## config.mk

```make
export PLATFORM = sky130hd
export DESIGN_NAME = sd_cmd_ctrl
export DESIGN_NICKNAME = d
export VERILOG_FILES = /design/src/rtl/sd_pkg.sv /design/src/rtl/sd_crc7.sv /design/src/rtl/sd_cmd_ctrl.sv
export SDC_FILE = /design/constraint.sdc
export NUM_CORES = 1
export LEC_CHECK = 0
export CORE_MARGIN = 2
export CORE_UTILIZATION = 47
export CTS_CLUSTER_SIZE = 16
export DETAILED_ROUTE_END_ITERATION = 6
export PLACE_DENSITY = 0.77
export SYNTH_ARGS = -nofsm -noshare
export SYNTH_HDL_FRONTEND = slang
export SYNTH_SLANG_ARGS = --single-unit
```

## constraint.sdc

```tcl
create_clock -name clk -period 5.3 [get_ports clk]
set_input_delay 1.06 -clock clk [delete_from_list [all_inputs] [get_ports clk]]
set_output_delay 1.06 -clock clk [all_outputs]
set_load 0.005 [all_outputs]
```

## src/rtl/sd_pkg.sv

```systemverilog
// sd_pkg: shared types and constants for the SPI-mode SD command controller.
//   - sd_state_t : controller state encoding
//   - req_id_t   : requester identifier latched at grant
//   - command index constants, fixed CRC bytes, CRC7 polynomial
//   - helpers: crc_const() (fixed CRC byte per command),
//              is_long_resp() (commands answered with a 40-bit R3/R7)
package sd_pkg;

  typedef enum logic [2:0] {
    ST_IDLE,
    ST_SEND,
    ST_WAIT_R,
    ST_RESP,
    ST_TAIL,
    ST_DONE
  } sd_state_t;

  typedef enum logic [1:0] {
    REQ_NONE,
    REQ_INIT,
    REQ_WR,
    REQ_RD
  } req_id_t;

  localparam logic [5:0] CMD0   = 6'd0;
  localparam logic [5:0] CMD8   = 6'd8;
  localparam logic [5:0] CMD17  = 6'd17;
  localparam logic [5:0] CMD24  = 6'd24;
  localparam logic [5:0] CMD55  = 6'd55;
  localparam logic [5:0] ACMD41 = 6'd41;
  localparam logic [5:0] CMD58  = 6'd58;

  localparam logic [7:0] CRC_CMD0    = 8'h95;
  localparam logic [7:0] CRC_CMD8    = 8'h87;
  localparam logic [7:0] CRC_DEFAULT = 8'hFF;

  // x^7 + x^3 + 1, top term implicit
  localparam logic [6:0] CRC7_POLY = 7'h09;

  localparam int unsigned FRAME_BITS = 48;
  localparam int unsigned CRC_BITS   = 40;
  localparam int unsigned TAIL_BITS  = 8;
  localparam int unsigned R1_REST    = 7;
  localparam int unsigned R7_REST    = 39;

  function automatic logic [7:0] crc_const(input logic [5:0] cmd);
    logic [7:0] c;
    c = CRC_DEFAULT;
    if (cmd == CMD0) c = CRC_CMD0;
    if (cmd == CMD8) c = CRC_CMD8;
    return c;
  endfunction

  function automatic logic is_long_resp(input logic [5:0] cmd);
    return (cmd == CMD8) || (cmd == CMD58);
  endfunction

endpackage

```

## src/rtl/sd_crc7.sv

```systemverilog
// sd_crc7: serial CRC7 (x^7+x^3+1) generator, MSB-first input.
// Ports:
//   clk, rst : clock, asynchronous active-high reset
//   en       : consume din this cycle
//   clr      : synchronous clear (wins over en)
//   din      : serial data bit
//   crc      : current 7-bit remainder
module sd_crc7
  import sd_pkg::*;
(
  input  logic       clk,
  input  logic       rst,
  input  logic       en,
  input  logic       clr,
  input  logic       din,
  output logic [6:0] crc
);

  logic fb;
  assign fb = din ^ crc[6];

  always_ff @(posedge clk or posedge rst) begin
    if (rst) begin
      crc <= '0;
    end else if (clr) begin
      crc <= '0;
    end else if (en) begin
      crc <= {crc[5:0], 1'b0} ^ (fb ? CRC7_POLY : 7'h00);
    end
  end

endmodule

```

## src/rtl/sd_cmd_ctrl.sv

```systemverilog
// sd_cmd_ctrl: SPI-mode SD command controller. Arbitrates init/write/read
// sequencers (fixed priority init > wr > rd; wr/rd gated by init_done),
// frames each request as {01, cmd, arg, crc7, 1}, shifts it out in SPI
// mode 0, polls MISO for the response start bit, captures R1 or R3/R7,
// sends 8 trailing clocks and pulses the matching ack.
// Parameters: CLK_DIV (clk per SCLK half-period), NCR_MAX (poll bytes).
// Ports:
//   clk, rst                      : clock, async active-high reset
//   init/wr/rd_req, _cmd, _arg    : request, command index, argument
//   init_done                     : enables wr/rd requesters
//   init/wr/rd_ack                : one-cycle completion pulse
//   resp, resp_to                 : captured response (right-aligned), timeout
//   busy                          : transaction in progress
//   sd_sclk, sd_cs_n, sd_mosi, sd_miso : SD pads
// Build option: define SD_CRC7_EN to compute crc7 serially; otherwise a
// fixed CRC byte per command is used.
module sd_cmd_ctrl
  import sd_pkg::*;
#(
  parameter int unsigned CLK_DIV = 4,
  parameter int unsigned NCR_MAX = 8
) (
  input  logic        clk,
  input  logic        rst,
  input  logic        init_req,
  input  logic        wr_req,
  input  logic        rd_req,
  input  logic [5:0]  init_cmd,
  input  logic [5:0]  wr_cmd,
  input  logic [5:0]  rd_cmd,
  input  logic [31:0] init_arg,
  input  logic [31:0] wr_arg,
  input  logic [31:0] rd_arg,
  input  logic        init_done,
  output logic        init_ack,
  output logic        wr_ack,
  output logic        rd_ack,
  output logic [39:0] resp,
  output logic        resp_to,
  output logic        busy,
  output logic        sd_sclk,
  output logic        sd_cs_n,
  output logic        sd_mosi,
  input  logic        sd_miso
);

  localparam logic [15:0] DIV_LAST  = 16'(CLK_DIV - 1);
  localparam logic [15:0] POLL_LAST = 16'(NCR_MAX * 8 - 1);
  localparam logic [15:0] SEND_LAST = 16'(FRAME_BITS - 1);
  localparam logic [15:0] TAIL_LAST = 16'(TAIL_BITS - 1);
  localparam logic [15:0] R1_LAST   = 16'(R1_REST - 1);
  localparam logic [15:0] R7_LAST   = 16'(R7_REST - 1);

  sd_state_t   state;
  req_id_t     req_id;
  logic [47:0] sr;
  logic [47:0] sr_next;
  logic [15:0] bit_cnt;
  logic [15:0] div_cnt;
  logic        miso_s;
  logic        long_q;
  logic [38:0] resp_sh;

  req_id_t     grant_id;
  logic [5:0]  grant_cmd;
  logic [31:0] grant_arg;
  logic [47:0] grant_frame;

  // MOSI is the shift register MSB; ones shift in behind the frame so the
  // line idles high through WAIT_R and TAIL.
  assign sd_mosi = sr[47];

  always_comb begin
    grant_id  = REQ_NONE;
    grant_cmd = '0;
    grant_arg = '0;
    if (init_req) begin
      grant_id  = REQ_INIT;
      grant_cmd = init_cmd;
      grant_arg = init_arg;
    end else if (init_done && wr_req) begin
      grant_id  = REQ_WR;
      grant_cmd = wr_cmd;
      grant_arg = wr_arg;
    end else if (init_done && rd_req) begin
      grant_id  = REQ_RD;
      grant_cmd = rd_cmd;
      grant_arg = rd_arg;
    end
`ifdef SD_CRC7_EN
    grant_frame = {2'b01, grant_cmd, grant_arg, 8'hFF};
`else
    grant_frame = {2'b01, grant_cmd, grant_arg, crc_const(grant_cmd)};
`endif
  end

`ifdef SD_CRC7_EN
  logic [6:0] crc_val;
  logic       crc_en;
  logic       crc_clr;

  // CRC consumes each of the first 40 bits on its SCLK rising edge, so the
  // remainder is settled before the falling edge that commits the CRC byte.
  assign crc_clr = (state == ST_IDLE);
  assign crc_en  = (state == ST_SEND) && (div_cnt == DIV_LAST) && !sd_sclk &&
                   (bit_cnt < 16'(CRC_BITS));

  sd_crc7 u_crc7 (
    .clk (clk),
    .rst (rst),
    .en  (crc_en),
    .clr (crc_clr),
    .din (sd_mosi),
    .crc (crc_val)
  );
`endif

  always_comb begin
    sr_next = {sr[46:0], 1'b1};
`ifdef SD_CRC7_EN
    if (bit_cnt == 16'(CRC_BITS - 1)) sr_next[47:40] = {crc_val, 1'b1};
`endif
  end

  always_ff @(posedge clk or posedge rst) begin
    if (rst) begin
      state    <= ST_IDLE;
      req_id   <= REQ_NONE;
      sr       <= '1;
      bit_cnt  <= '0;
      div_cnt  <= '0;
      miso_s   <= 1'b1;
      long_q   <= 1'b0;
      resp_sh  <= '0;
      resp     <= '1;
      resp_to  <= 1'b0;
      busy     <= 1'b0;
      sd_sclk  <= 1'b0;
      sd_cs_n  <= 1'b1;
      init_ack <= 1'b0;
      wr_ack   <= 1'b0;
      rd_ack   <= 1'b0;
    end else begin
      init_ack <= 1'b0;
      wr_ack   <= 1'b0;
      rd_ack   <= 1'b0;
      case (state)
        ST_IDLE: begin
          if (grant_id != REQ_NONE) begin
            state   <= ST_SEND;
            req_id  <= grant_id;
            long_q  <= is_long_resp(grant_cmd);
            sr      <= grant_frame;
            sd_cs_n <= 1'b0;
            sd_sclk <= 1'b0;
            busy    <= 1'b1;
            resp_to <= 1'b0;
            bit_cnt <= '0;
            div_cnt <= '0;
            resp_sh <= '0;
          end
        end
        ST_DONE: begin
          case (req_id)
            REQ_INIT: init_ack <= 1'b1;
            REQ_WR:   wr_ack   <= 1'b1;
            REQ_RD:   rd_ack   <= 1'b1;
            default:  ;
          endcase
          busy  <= 1'b0;
          state <= ST_IDLE;
        end
        default: begin
          // Bit engine: low half then high half; MISO sampled on the rising
          // edge, all bit-level decisions taken on the falling edge.
          if (div_cnt != DIV_LAST) begin
            div_cnt <= div_cnt + 16'd1;
          end else begin
            div_cnt <= '0;
            if (!sd_sclk) begin
              sd_sclk <= 1'b1;
              miso_s  <= sd_miso;
            end else begin
              sd_sclk <= 1'b0;
              case (state)
                ST_SEND: begin
                  sr <= sr_next;
                  if (bit_cnt == SEND_LAST) begin
                    state   <= ST_WAIT_R;
                    bit_cnt <= '0;
                  end else begin
                    bit_cnt <= bit_cnt + 16'd1;
                  end
                end
                ST_WAIT_R: begin
                  if (!miso_s) begin
                    // start bit is the response MSB; resp_sh was cleared at grant
                    state   <= ST_RESP;
                    bit_cnt <= '0;
                  end else if (bit_cnt == POLL_LAST) begin
                    state   <= ST_TAIL;
                    resp_to <= 1'b1;
                    resp    <= '1;
                    bit_cnt <= '0;
                  end else begin
                    bit_cnt <= bit_cnt + 16'd1;
                  end
                end
                ST_RESP: begin
                  resp_sh <= {resp_sh[37:0], miso_s};
                  if (bit_cnt == (long_q ? R7_LAST : R1_LAST)) begin
                    resp    <= {resp_sh, miso_s};
                    state   <= ST_TAIL;
                    bit_cnt <= '0;
                  end else begin
                    bit_cnt <= bit_cnt + 16'd1;
                  end
                end
                ST_TAIL: begin
                  if (bit_cnt == TAIL_LAST) begin
                    state   <= ST_DONE;
                    sd_cs_n <= 1'b1;
                  end else begin
                    bit_cnt <= bit_cnt + 16'd1;
                  end
                end
                default: ;
              endcase
            end
          end
        end
      endcase
    end
  end

endmodule

```

# Word level (Yosys, flattened, before mapping)
# Cells that the tools add are included.
# classes
n_mux,71
bitwise_logic,4
n_reduce_logical,32
addsub,2
n_eq_ne,26
# ops
operator,n
48-bit 2-to-1 mux,4
39-bit 2-to-1 mux,4
16-bit 2-to-1 mux,9
40-bit 2-to-1 mux,3
32-bit 2-to-1 mux,3
48-bit one-hot mux with 2 select lines,1
40-bit one-hot mux with 2 select lines,1
39-bit one-hot mux with 2 select lines,1
16-bit one-hot mux with 2 select lines,2
16-bit one-hot mux with 4 select lines,1
16-bit by 1-bit adder with 16-bit output (second input constant),2
16-bit by 6-bit equality test with 1-bit output (second input constant),2
3-bit 2-to-1 mux,8
6-bit 2-to-1 mux,4
2-bit nonzero test,11
1-bit 2-to-1 mux,19
16-bit by 3-bit equality test with 1-bit output (second input constant),1
16-bit by 6-bit equality test with 1-bit output,1
16-bit by 2-bit inequality test with 1-bit output (second input constant),1
7-bit AND reduction,2
3-bit one-hot mux with 4 select lines,1
6-bit AND reduction,2
5-bit AND reduction,2
8-bit 2-to-1 mux,1
30 further kinds,49
# totals
word_cells,151
regBits,173
output_inout_bits,48
input_bits,121

# Depth between registers and ports, before layout
# Gate-level depths: netlist of run 1.
# logic_depth
word_depth,9
mapped_depth,9
ltp_nobuf,7

# Least setup slack after synthesis of run 1
# OpenSTA, ideal clock, no wires.
# synth_path
path_type,input port to flip-flop
start,in rd_req
end,reg sr[3]
cell_stages,7
slack_ns,2.579
arrival_ns,2.631
cell_sequence,o21a_1 or2_2 o211ai_1 clkbuf_1 clkbuf_1 nand2_1 o31ai_1
# synth_between
elab_chain_cells,9
elab_cells_between_ends,16
cone_classes,eq/ne (2); mux (10); reduce/logical (4)
# synth_lines
element,line_no,rtl
"start, declared",sd_cmd_ctrl.sv:27,"input logic rd_req,"
1-bit logical AND (*),sd_cmd_ctrl.sv:85,end else if (init_done && rd_req) begin
6-bit 2-to-1 mux,sd_cmd_ctrl.sv:85,
6-bit 2-to-1 mux,sd_cmd_ctrl.sv:81,end else if (init_done && wr_req) begin
6-bit 2-to-1 mux,sd_cmd_ctrl.sv:77,if (init_req) begin
6-bit zero test,sd_pkg.sv:49,if (cmd == CMD0) c = CRC_CMD0;
7-bit 2-to-1 mux,sd_pkg.sv:49,
8-bit 2-to-1 mux,sd_pkg.sv:50,if (cmd == CMD8) c = CRC_CMD8;
48-bit 2-to-1 mux,sd_cmd_ctrl.sv:149,if (grant_id != REQ_NONE) begin
48-bit one-hot mux with 2 select lines,sd_cmd_ctrl.sv:147,case (state)
"end signal, assigned",sd_cmd_ctrl.sv:153,sr <= grant_frame;
"end signal, assigned",sd_cmd_ctrl.sv:187,sr <= sr_next;
"end, declared",sd_cmd_ctrl.sv:56,logic [47:0] sr;
# Every way passes the cells marked *; elsewhere a longest branch is shown, timed or not. The select of a mux whose other input is x is not followed.
# A chain may end at the register's enable or synchronous reset.

# Worst setup path in the final report of run 1
# layout_path
start,in wr_req
end,reg bit_cnt[12]
# layout_between
elab_chain_cells,6
# layout_lines
element,line_no,rtl
"start, declared",sd_cmd_ctrl.sv:26,"input logic wr_req,"
1-bit logical AND,sd_cmd_ctrl.sv:81,
2-bit 2-to-1 mux,sd_cmd_ctrl.sv:81,
2-bit 2-to-1 mux,sd_cmd_ctrl.sv:77,
2-bit nonzero test,sd_cmd_ctrl.sv:149,
2-bit inequality test (no source line),--,
6-bit AND reduction (no source line),--,
"end signal, assigned",sd_cmd_ctrl.sv:192,bit_cnt <= bit_cnt + 16'd1;
"end signal, assigned",sd_cmd_ctrl.sv:206,bit_cnt <= bit_cnt + 16'd1;
"end signal, assigned",sd_cmd_ctrl.sv:216,bit_cnt <= bit_cnt + 16'd1;
"end, declared",sd_cmd_ctrl.sv:58,logic [15:0] bit_cnt;
# No other way between the ends.

==> impl_metrics.csv, run 1 <==
group,metric,value,unit
detailed_routing,postRouteAntennaNets,0,
layout,drive_gt1_frac,0.142,
yosys,synth.net_count,1047,
yosys,synth.largest_area_cell,"dfstp_2",
detailed_routing,vias,7425,
detailed_routing,wl_per_cell,16.1,um
grt,grt_pass1_vias,7126,
yosys,synthTopCellsByArea,"dfstp_2 27%, dfrtp_1 24%, nor2_1 5.7%",
yosys,synth_compound_area_frac,0.223,
detailed_routing,drtIter0Drc,581,
power,power.density,249,mW/mm2
grt,grtUsageTotal,0.223,
sta,setup_viol,0,
yosys,synth_seq_cells,172,
sta,final-hold-violation-count,0,
yosys,synth_ff_type,"dfstp_2",
yosys,syn_avg_cell_area,9.33,um2
yosys,synth-edff-count,0,
floorplan,fp.dieW,139,um
floorplan,ioPinCount,169,
clock_network,clk_pin_slew,0.07,ns
detailed_routing,drt-total-wl,20900,um
sta,min_period_over_period,0.586,
run,maxCapViolations,0,
placed_design,placed_cell_area,0.0104,mm2
sta,fmax,0.322,GHz
yosys,synth.area.mux_share,0.00480,
clock_network,postCtsSetupBuffers,0,
placed_design,gp_congestion,0.902,
floorplan,design.die.area,0.0194,mm2
clock_network,cts_tree,"built",
placed_design,dp_hpwl,14200,um
power,ir_drop,0.266,mV
yosys,synth-xor-area-share,0.0112,
yosys,yosysWarnings,0,
grt,grt_pass1_wl,35300,um
detailed_routing,maxUsedRoutingLayer,"met4",
yosys,synthesis.area,0.00861,mm2
layout,design_area,0.0110,mm2
sta,setup-tns-final,0,ns
grt,overflow,0,
floorplan,fp-row-count,49,
clock_network,post_cts_resized,0,
worst_setup_path,criticalPathCategory,"input pin to register",
clock_network,cts_hold_buffers,0,
outcome,status,"finished, final reports clean",
worst_setup_path,required,5.63,ns
yosys,synthAdderAreaFrac,0.00436,
clock_network,clock_latency,0.44,ns
detailed_routing,drt-met1-wl,9010,um
layout,area_growth,27.7,%
detailed_routing,viasPerCell,5.72,
power,power.total,0.00273,W
clock_network,h-tree-depth,4,
worst_setup_path,critPathMaxFanout,11,
yosys,ys_async_sr_fraction,1.00,
clock_network,numCtsBuffers,17,
yosys,synthCells,923,
worst_setup_path,worstPathArrival,3.43,ns
grt,grt_max_degree,173,
yosys,synth_cell_type_count,73,
layout,antenna_cells,0,
placed_design,numPortBuffers,168,
yosys,post-synth-top-count-cell,"nor2_1",
sta,holdWs,0.458,ns
layout,nets,1180,
sta,max_slew.worst_pin.slew,0.932,ns
worst_setup_path,r2r_setup_slack,2.29,ns
grt,grt_antenna_before_repair,0,
floorplan,core-area,0.0180,mm2
layout,fin_cells,1298,
worst_setup_path,start_kind,"input pin",
detailed_routing,dr.pass1.iters,6,
layout,num-fill-cells,1541,
clock_network,root_buffer,"clkbuf_16",
detailed_routing,wl_met3,1180,um
yosys,synthTopCellsByCount,"130 x nor2_1, 93 x a21oi_1, 89 x dfstp_2",
detailed_routing,drc,0,
worst_setup_path,cp-end-kind,"register",
sta,finalMaxSlewViolations,0,
clock_network,clock_sinks,172,
clock_network,clockBufferDepth,2,
floorplan,die_height,139,um
sta,relSlewSlack,0.379,
yosys,synth_top_area_share,0.272,
detailed_routing,wl_met2,10200,um
yosys,yosysSeqAreaShare,0.513,
sta,clock_skew,0.0155,ns
power,power.leakage,4.38,nW
sta,period_minus_slack,3.10,ns
sta,rsz0062_at_grt,"false",
yosys,synth-simple-area-share,0.205,
hold_path,hold_path.class,"register to register",
yosys,synth_top_family_by_area,"compound AO/OA/AOI/OAI gates",
placed_design,dp_cells,1266,
floorplan,start_util,0.479,
[placed cells by master, fill, tap and decap left out, types with 3 or more instances in the layout]
master,instances
clkdlybuf4s50_1,167
nor2_1,129
a21oi_1,93
dfstp_2,89
dfrtp_1,83
nand2_1,77
o21ai_0,64
nor3_1,44
a22o_1,42
nor2b_1,32
a221oi_1,32
nand3_1,18
clkbuf_16,17
o31ai_1,16
nand4_1,12
buf_4,12
and3_1,10
xor2_1,9
inv_1,8
a22oi_1,6
or4_1,4
nor4_1,4
nor4b_1,4
nand3b_1,4
a221o_1,4
inv_6,4
clkinv_8,4
a21bo_2,3
o22ai_1,3
a21o_1,3
a31oi_1,3
mux2i_1,3
clkinvlp_4,3
ha_1,3
[sequential cells by signal, summed over array words and instances, names as in the netlist, 2 cells and up]
name     count
resp_sh     39
div_cnt     16
resp        40
req_id       2
sr          47
state        3
bit_cnt     16
[cell type report]
type                            count  area, um2  share of cell area
Sequential cell                   172       4420               0.402
Multi-Input combinational cell    674       3870               0.352
Timing Repair Buffer              181       1790               0.163
Clock buffer                       17        425              0.0387
Tap cell                          229        287              0.0261
Clock inverter                     15        171              0.0156
Inverter                           10       41.3             0.00376
[stage by stage]
| stage | util | worst slack (ns) |
|---|---|---|
| after global placement | 0.579 | 1.85 |
| after CTS | 0.612 | 2.22 |
| final | 0.612 | 2.20 |
| after global routing | 0.612 | 1.99 |
| after detailed placement | 0.579 | 1.76 |
| after floorplan | - | 2.12 |
[report_power, final]
group	internal, W	total [W]	switching (W)
Sequential	0.00132	0.00132	0.00000172
Combinational	0.000103	0.000176	0.0000734
Clock	0.000635	0.00124	0.000603
Total	0.00205	0.00273	0.000678
[path summary, 6_finish.rpt]
kind,start,endpoint,cells past startpoint
max,wr_req,bit_cnt[12]$_DFFE_PP0P_,8
min,sr[47]$_DFFE_PP1P_,sr[47]$_DFFE_PP1P_,2
max reg2reg,div_cnt[0]$_DFFE_PP0P_,bit_cnt[12]$_DFFE_PP0P_,7
min reg2reg,sr[47]$_DFFE_PP1P_,sr[47]$_DFFE_PP1P_,2
max in group asynchronous,rst,resp_sh[14]$_DFFE_PP0P_,3
min in group asynchronous,rst,resp_sh[28]$_DFFE_PP0P_,3
[critical path, cell delays in order]
cell	delay, ns
clkdlybuf4s50_1	0.56
o21a_1	0.22
o31ai_1	0.10
buf_4	0.19
a2111oi_1	0.39
or2_1	0.35
nand2_2	0.20
o41ai_1	0.36
[cell families (layout without fill, tap and decap cells)]
logic type	Yosys count	in the layout
simple gates	365	365
buf+inv	77	223
mux	4	4
xor+xnor	11	11
compound gates	291	291
flops	172	172
fa+ha+maj	3	3
[routing by layer]
layer / GRT usage / vias up
li1: - / 3627
met1: 0.296 / 3537
met2: 0.361 / 233
met3: 0.0540 / 28
met4: 0.0723 / 0
met5: 0 / -
Power figures use the tool's default switching activity.
==> run 2: changes to the inputs <==
- clock period: 5.3 -> 2.8 ns (I/O delays scaled with it)
==> run 2 against run 1 <==
Compared with the run above: design area grew 2.7%; sequential power increased by 89%; utilization up 1.7 points; cell count up 1.8%; die area stayed put; sequential cell count unchanged; clock skew is 0.0033 ns higher; total power increased by 89%; largest power group unchanged.
==> impl_metrics.csv, run 2 (synthesis gave the netlist of run 1 again) <==
group,metric,value,unit
floorplan,fp-row-count,49,
detailed_routing,dr.pass1.iters,5,
placed_design,dp_hpwl,15400,um
sta,finalMaxSlewViolations,0,
power,power.leakage,4.54,nW
power,ir_drop,0.453,mV
power,power.density,458,mW/mm2
layout,largest_register_ffs,47,
placed_design,placed_cell_area,0.0107,mm2
outcome,status,"finished, final reports clean",
worst_setup_path,criticalPathCategory,"register to register",
sta,worst_slack,0.161,ns
sta,relSlewSlack,0.549,
layout,area_growth,31.2,%
placed_design,numPortBuffers,168,
sta,holdWs,0.460,ns
detailed_routing,drt-total-wl,21500,um
clock_network,clock_sinks,172,
layout,final_cell_mix,"167 x clkdlybuf4s50_1, 129 x nor2_1, 93 x a21oi_1",
power,p_sw_frac,0.245,
grt,grt_max_degree,81,
power,combPwrFrac,0.068,
clock_network,clk_pin_slew,0.07,ns
power,seqPwrFrac,0.483,
layout,regMostFlops,"sr",
floorplan,design.die.area,0.0194,mm2
floorplan,ioPinCount,169,
detailed_routing,wl_per_cell,16.3,um
worst_setup_path,cp-end-kind,"register",
power,power.switching,0.00126,W
clock_network,root_buffer,"clkbuf_16",
sta,setup_viol,0,
floorplan,start_util,0.479,
power,p_clk_frac,0.449,
detailed_routing,vias,7502,
sta,final-hold-violation-count,0,
clock_network,postCtsSetupBuffers,0,
clock_network,clockBufferDepth,2,
layout,nets,1203,
grt,grtUsageTotal,0.228,
floorplan,core-area,0.0180,mm2
power,power.total,0.00517,W
clock_network,numCtsBuffers,17,
worst_setup_path,start_kind,"register",
placed_design,post-place-ws,0.102,ns
grt,grt_pass1_vias,7390,
worst_setup_path,required,3.11,ns
power,power.internal,0.00390,W
worst_setup_path,slowest_delay,0.70,ns
detailed_routing,postRouteAntennaNets,0,
worst_setup_path,crit_family,"simple AND/OR/NAND/NOR gates",
sta,rsz0062_at_grt,"false",
worst_setup_path,cp_cell_sequence,"or4_1 > nor4_2 > o211a_1 > nand2_1 > and4b_1 > a21o_1",
detailed_routing,drc,0,
grt,grt_antenna_before_repair,0,
sta,setup-tns-final,0,ns
sta,period_minus_slack,2.64,ns
worst_setup_path,worstPathArrival,2.95,ns
worst_setup_path,critical_path_buf_inv_count,0,
sta,fmax,0.379,GHz
sta,max_slew.worst_pin.slew,0.676,ns
detailed_routing,viasPerCell,5.68,
run,maxCapViolations,0,
placed_design,gp_congestion,0.900,
layout,biggestRegsByFlops,"sr (47), resp (40), resp_sh (39)",
hold_path,hold_path.class,"register to register",
layout,design_area,0.0113,mm2
layout,drive_gt1_frac,0.162,
floorplan,fp.dieW,139,um
worst_setup_path,critPathMaxFanout,9,
grt,overflow,0,
layout,layout_commonest_cell,"clkdlybuf4s50_1",
clock_network,clock_latency,0.43,ns
floorplan,die_height,139,um
grt,grt_pass1_wl,36400,um
worst_setup_path,critPathSlowestCell,"or4_1",
clock_network,cts_tree,"built",
sta,clock_skew,0.0189,ns
sta,min_period_over_period,0.942,
layout,antenna_cells,0,
detailed_routing,drtIter0Drc,577,
clock_network,h-tree-depth,4,
-- run 2: final cells by class --
class	instances	area (um2)
multi-input combinational	674	3880
inverter	10	41.3
fill	1498	6670
clock buffer	17	425
clock inverter	15	171
sequential	172	4420
timing repair buffer	204	2070
tap	229	287
-- run 2: layer usage --
metal,vias to the layer above,GRT usage,part of all wire
met5,-,0,0
met1,3569,0.306,0.43
met3,36,0.0471,0.053
met2,227,0.372,0.49
met4,0,0.0787,0.024
li1,3670,-,-
-- run 2: stage by stage --
stage / instances / util
after floorplan: 923 / -
after global placement: 1289 / 0.595
after detailed placement: 1289 / 0.595
after CTS: 1321 / 0.628
after global routing: 1321 / 0.629
final: 1321 / 0.629
-- run 2: timing repair --
action / 4_1_cts / 5_1_grt
resized for setup: 0 / 2
hold buffers: 0 / 0
endpoints found under the setup margin: 0 / 4
-- run 2: path summary, 6_finish.rpt --
kind                       slack (ns)                      end               startpoint  depth (start not counted)
hold / removal                   0.46       sr[47]$_DFFE_PP1P_       sr[47]$_DFFE_PP1P_                          2
setup reg to reg                 0.16  bit_cnt[11]$_DFFE_PP0P_  bit_cnt[10]$_DFFE_PP0P_                          6
max in group asynchronous        1.52     resp[39]$_DFFE_PP1P_                      rst                          3
setup / recovery                 0.16  bit_cnt[11]$_DFFE_PP0P_  bit_cnt[10]$_DFFE_PP0P_                          6
min in group asynchronous        0.57  resp_sh[33]$_DFFE_PP0P_                      rst                          2
hold reg to reg                  0.46       sr[47]$_DFFE_PP1P_       sr[47]$_DFFE_PP1P_                          2
-- run 2: worst register-to-register path, cell delays in order (launching register included) --
cell and delay [ns]:
dfrtp_1 0.43, or4_1 0.70, nor4_2 0.40, o211a_1 0.29, nand2_1 0.27, and4b_1 0.29
a21o_1 0.15
-- run 2: power groups by stage --
| stage | Clock, W | Combinational (W) | Sequential, W |
|---|---|---|---|
| 2_1_floorplan | 0 | 0.000123 | 0.00254 |
| 3_3_place_gp | 0 | 0.000357 | 0.00254 |
| 3_5_place_dp | 0 | 0.000360 | 0.00254 |
| 4_1_cts | 0.00236 | 0.000360 | 0.00250 |
| 5_1_grt | 0.00247 | 0.000390 | 0.00250 |
| 6_report | 0.00232 | 0.000354 | 0.00250 |
==> run 3: changes to the inputs <==
- CORE_MARGIN: 2 -> 5
==> run 3 against run 2 <==
Compared with the run above: combinational power fell by 3%; sequential cell count did not move; register-to-register slack improved by 0.06 ns; clock power rose by 6%; wire length rose by 1.3%; worst setup slack improved by 0.063 ns; non-clock buffer count fell by 4; critical path type unchanged; critical endpoint unchanged; largest cell class unchanged.
==> impl_metrics.csv, run 3 (synthesis gave the netlist of run 1 again) <==
group,metric,value,unit
worst_setup_path,criticalPathCategory,"register to register",
hold_path,hold_path.class,"register to register",
layout,regMostFlops,"sr",
floorplan,die_height,145,um
floorplan,ioPinCount,169,
clock_network,numCtsBuffers,17,
layout,layout_commonest_cell,"clkdlybuf4s50_1",
floorplan,start_util,0.478,
worst_setup_path,critical_path_buf_inv_count,0,
floorplan,core-area,0.0180,mm2
clock_network,post_cts_resized,0,
detailed_routing,drc,0,
clock_network,clockBufferDepth,2,
layout,area_growth,30.4,%
worst_setup_path,crit_family,"simple AND/OR/NAND/NOR gates",
power,power.density,471,mW/mm2
clock_network,cts_hold_buffers,0,
clock_network,clock_latency,0.44,ns
power,combPwrFrac,0.065,
run,maxCapViolations,0,
layout,antenna_cells,0,
layout,largest_register_ffs,47,
floorplan,design.die.area,0.0211,mm2
clock_network,h-tree-depth,4,
power,p_clk_frac,0.463,
detailed_routing,viasPerCell,5.69,
sta,final-hold-violation-count,0,
sta,clock_skew,0.00897,ns
worst_setup_path,start_kind,"register",
grt,grt_max_degree,104,
detailed_routing,postRouteAntennaNets,0,
grt,grt_pass1_vias,7177,
sta,finalMaxSlewViolations,0,
sta,worst_slack,0.224,ns
floorplan,fp.dieW,145,um
detailed_routing,wl_met2,10700,um
power,seqPwrFrac,0.472,
sta,setup-tns-final,0,ns
grt,overflow,0,
layout,biggestRegsByFlops,"sr (47), resp (40), resp_sh (39)",
placed_design,gp_congestion,0.879,
worst_setup_path,required,3.13,ns
worst_setup_path,worstPathArrival,2.91,ns
power,p_sw_frac,0.244,
sta,max_slew.worst_pin.slew,0.698,ns
detailed_routing,wl_per_cell,16.5,um
clock_network,root_buffer,"clkbuf_16",
power,power.leakage,4.52,nW
detailed_routing,drtIter0Drc,635,
detailed_routing,maxUsedRoutingLayer,"met4",
placed_design,dp_hpwl,15400,um
layout,num-fill-cells,1517,
sta,setup_viol,0,
power,power.switching,0.00129,W
layout,drive_gt1_frac,0.157,
clock_network,cts_tree,"built",
detailed_routing,vias,7496,
clock_network,clk_pin_slew,0.07,ns
placed_design,numPortBuffers,168,
power,power.internal,0.00399,W
layout,final_cell_mix,"167 x clkdlybuf4s50_1, 129 x nor2_1, 93 x a21oi_1",
worst_setup_path,critPathSlowestCell,"or4_1",
grt,grt_pass1_wl,36100,um
worst_setup_path,slowest_delay,0.68,ns
power,ir_drop,0.471,mV
layout,nets,1199,
detailed_routing,dr.pass1.iters,5,
detailed_routing,drt-total-wl,21800,um
sta,rsz0062_at_grt,"false",
detailed_routing,drt-met1-wl,9230,um
worst_setup_path,cp-end-kind,"register",
floorplan,fp-row-count,49,
sta,fmax,0.388,GHz
sta,min_period_over_period,0.920,
worst_setup_path,critPathMaxFanout,9,
clock_network,clock_sinks,172,
grt,grtUsageTotal,0.205,
clock_network,postCtsSetupBuffers,0,
sta,relSlewSlack,0.534,
outcome,status,"finished, final reports clean",
placed_design,post-place-ws,0.150,ns
sta,period_minus_slack,2.58,ns
worst_setup_path,cp_cell_sequence,"or4_1 > nor4_1 > o211a_1 > nand2_1 > and4b_1 > a21o_1",
grt,grt_antenna_before_repair,0,
detailed_routing,wl_met3,1470,um
## run 3: cell types whose count changed in the layout (fill, tap and decap cells not counted), sizes merged
cell | previous run | this run
buf | 37 | 33
clkinvlp | 2 | 1
clkinv | 8 | 7
inv | 15 | 16
bufinv | 0 | 1
## run 3: worst reg2reg max path, stage by stage, from the launching register on
cell and delay, ns:
dfrtp_1 0.43, or4_1 0.68, nor4_1 0.42, o211a_1 0.27
nand2_1 0.25, and4b_1 0.28, a21o_1 0.15
## run 3: path summary, 6_finish.rpt
kind / to / slack [ns] / depth (start not counted) / from
max: bit_cnt[11]$_DFFE_PP0P_ / 0.22 / 6 / bit_cnt[10]$_DFFE_PP0P_
min: sr[47]$_DFFE_PP1P_ / 0.45 / 2 / sr[47]$_DFFE_PP1P_
max reg2reg: bit_cnt[11]$_DFFE_PP0P_ / 0.22 / 6 / bit_cnt[10]$_DFFE_PP0P_
min reg2reg: sr[47]$_DFFE_PP1P_ / 0.45 / 2 / sr[47]$_DFFE_PP1P_
max in group asynchronous: resp[0]$_DFFE_PP1P_ / 1.68 / 3 / rst
min in group asynchronous: resp[26]$_DFFE_PP1P_ / 0.57 / 2 / rst
## run 3: power by group through the flow
stage / registers, W / logic, W / clock network, W
2_1_floorplan: 0.00254 / 0.000123 / 0
3_3_place_gp: 0.00254 / 0.000345 / 0
3_5_place_dp: 0.00254 / 0.000349 / 0
4_1_cts: 0.00250 / 0.000350 / 0.00249
5_1_grt: 0.00249 / 0.000375 / 0.00260
6_report: 0.00250 / 0.000342 / 0.00245
## run 3: stage by stage
stage	hold slack, ns	util	instance area, um2	instances	total power, W
final	0.455	0.623	11200	1317	0.00528
after detailed placement	0.448	0.588	10600	1285	0.00289
after floorplan	0.435	-	8610	923	0.00266
after global routing	0.468	0.623	11200	1317	0.00547
after global placement	0.444	0.588	10600	1285	0.00288
after CTS	0.458	0.623	11200	1317	0.00534
## run 3: final cells by class
cell class	count	area [um2]	area share
well taps	229	287	0.0255
repair buffers	200	1990	0.177
inverters	10	41.3	0.00368
clock inverters	15	195	0.0174
flip-flops and latches	172	4420	0.393
clock buffers	17	425	0.0379
multi-input cells	674	3870	0.345
## run 3: layer usage
metal / up-vias / global-route usage
met5: - / 0
met4: 0 / 0.0644
met3: 29 / 0.0571
met2: 221 / 0.341
met1: 3577 / 0.262
li1: 3669 / -
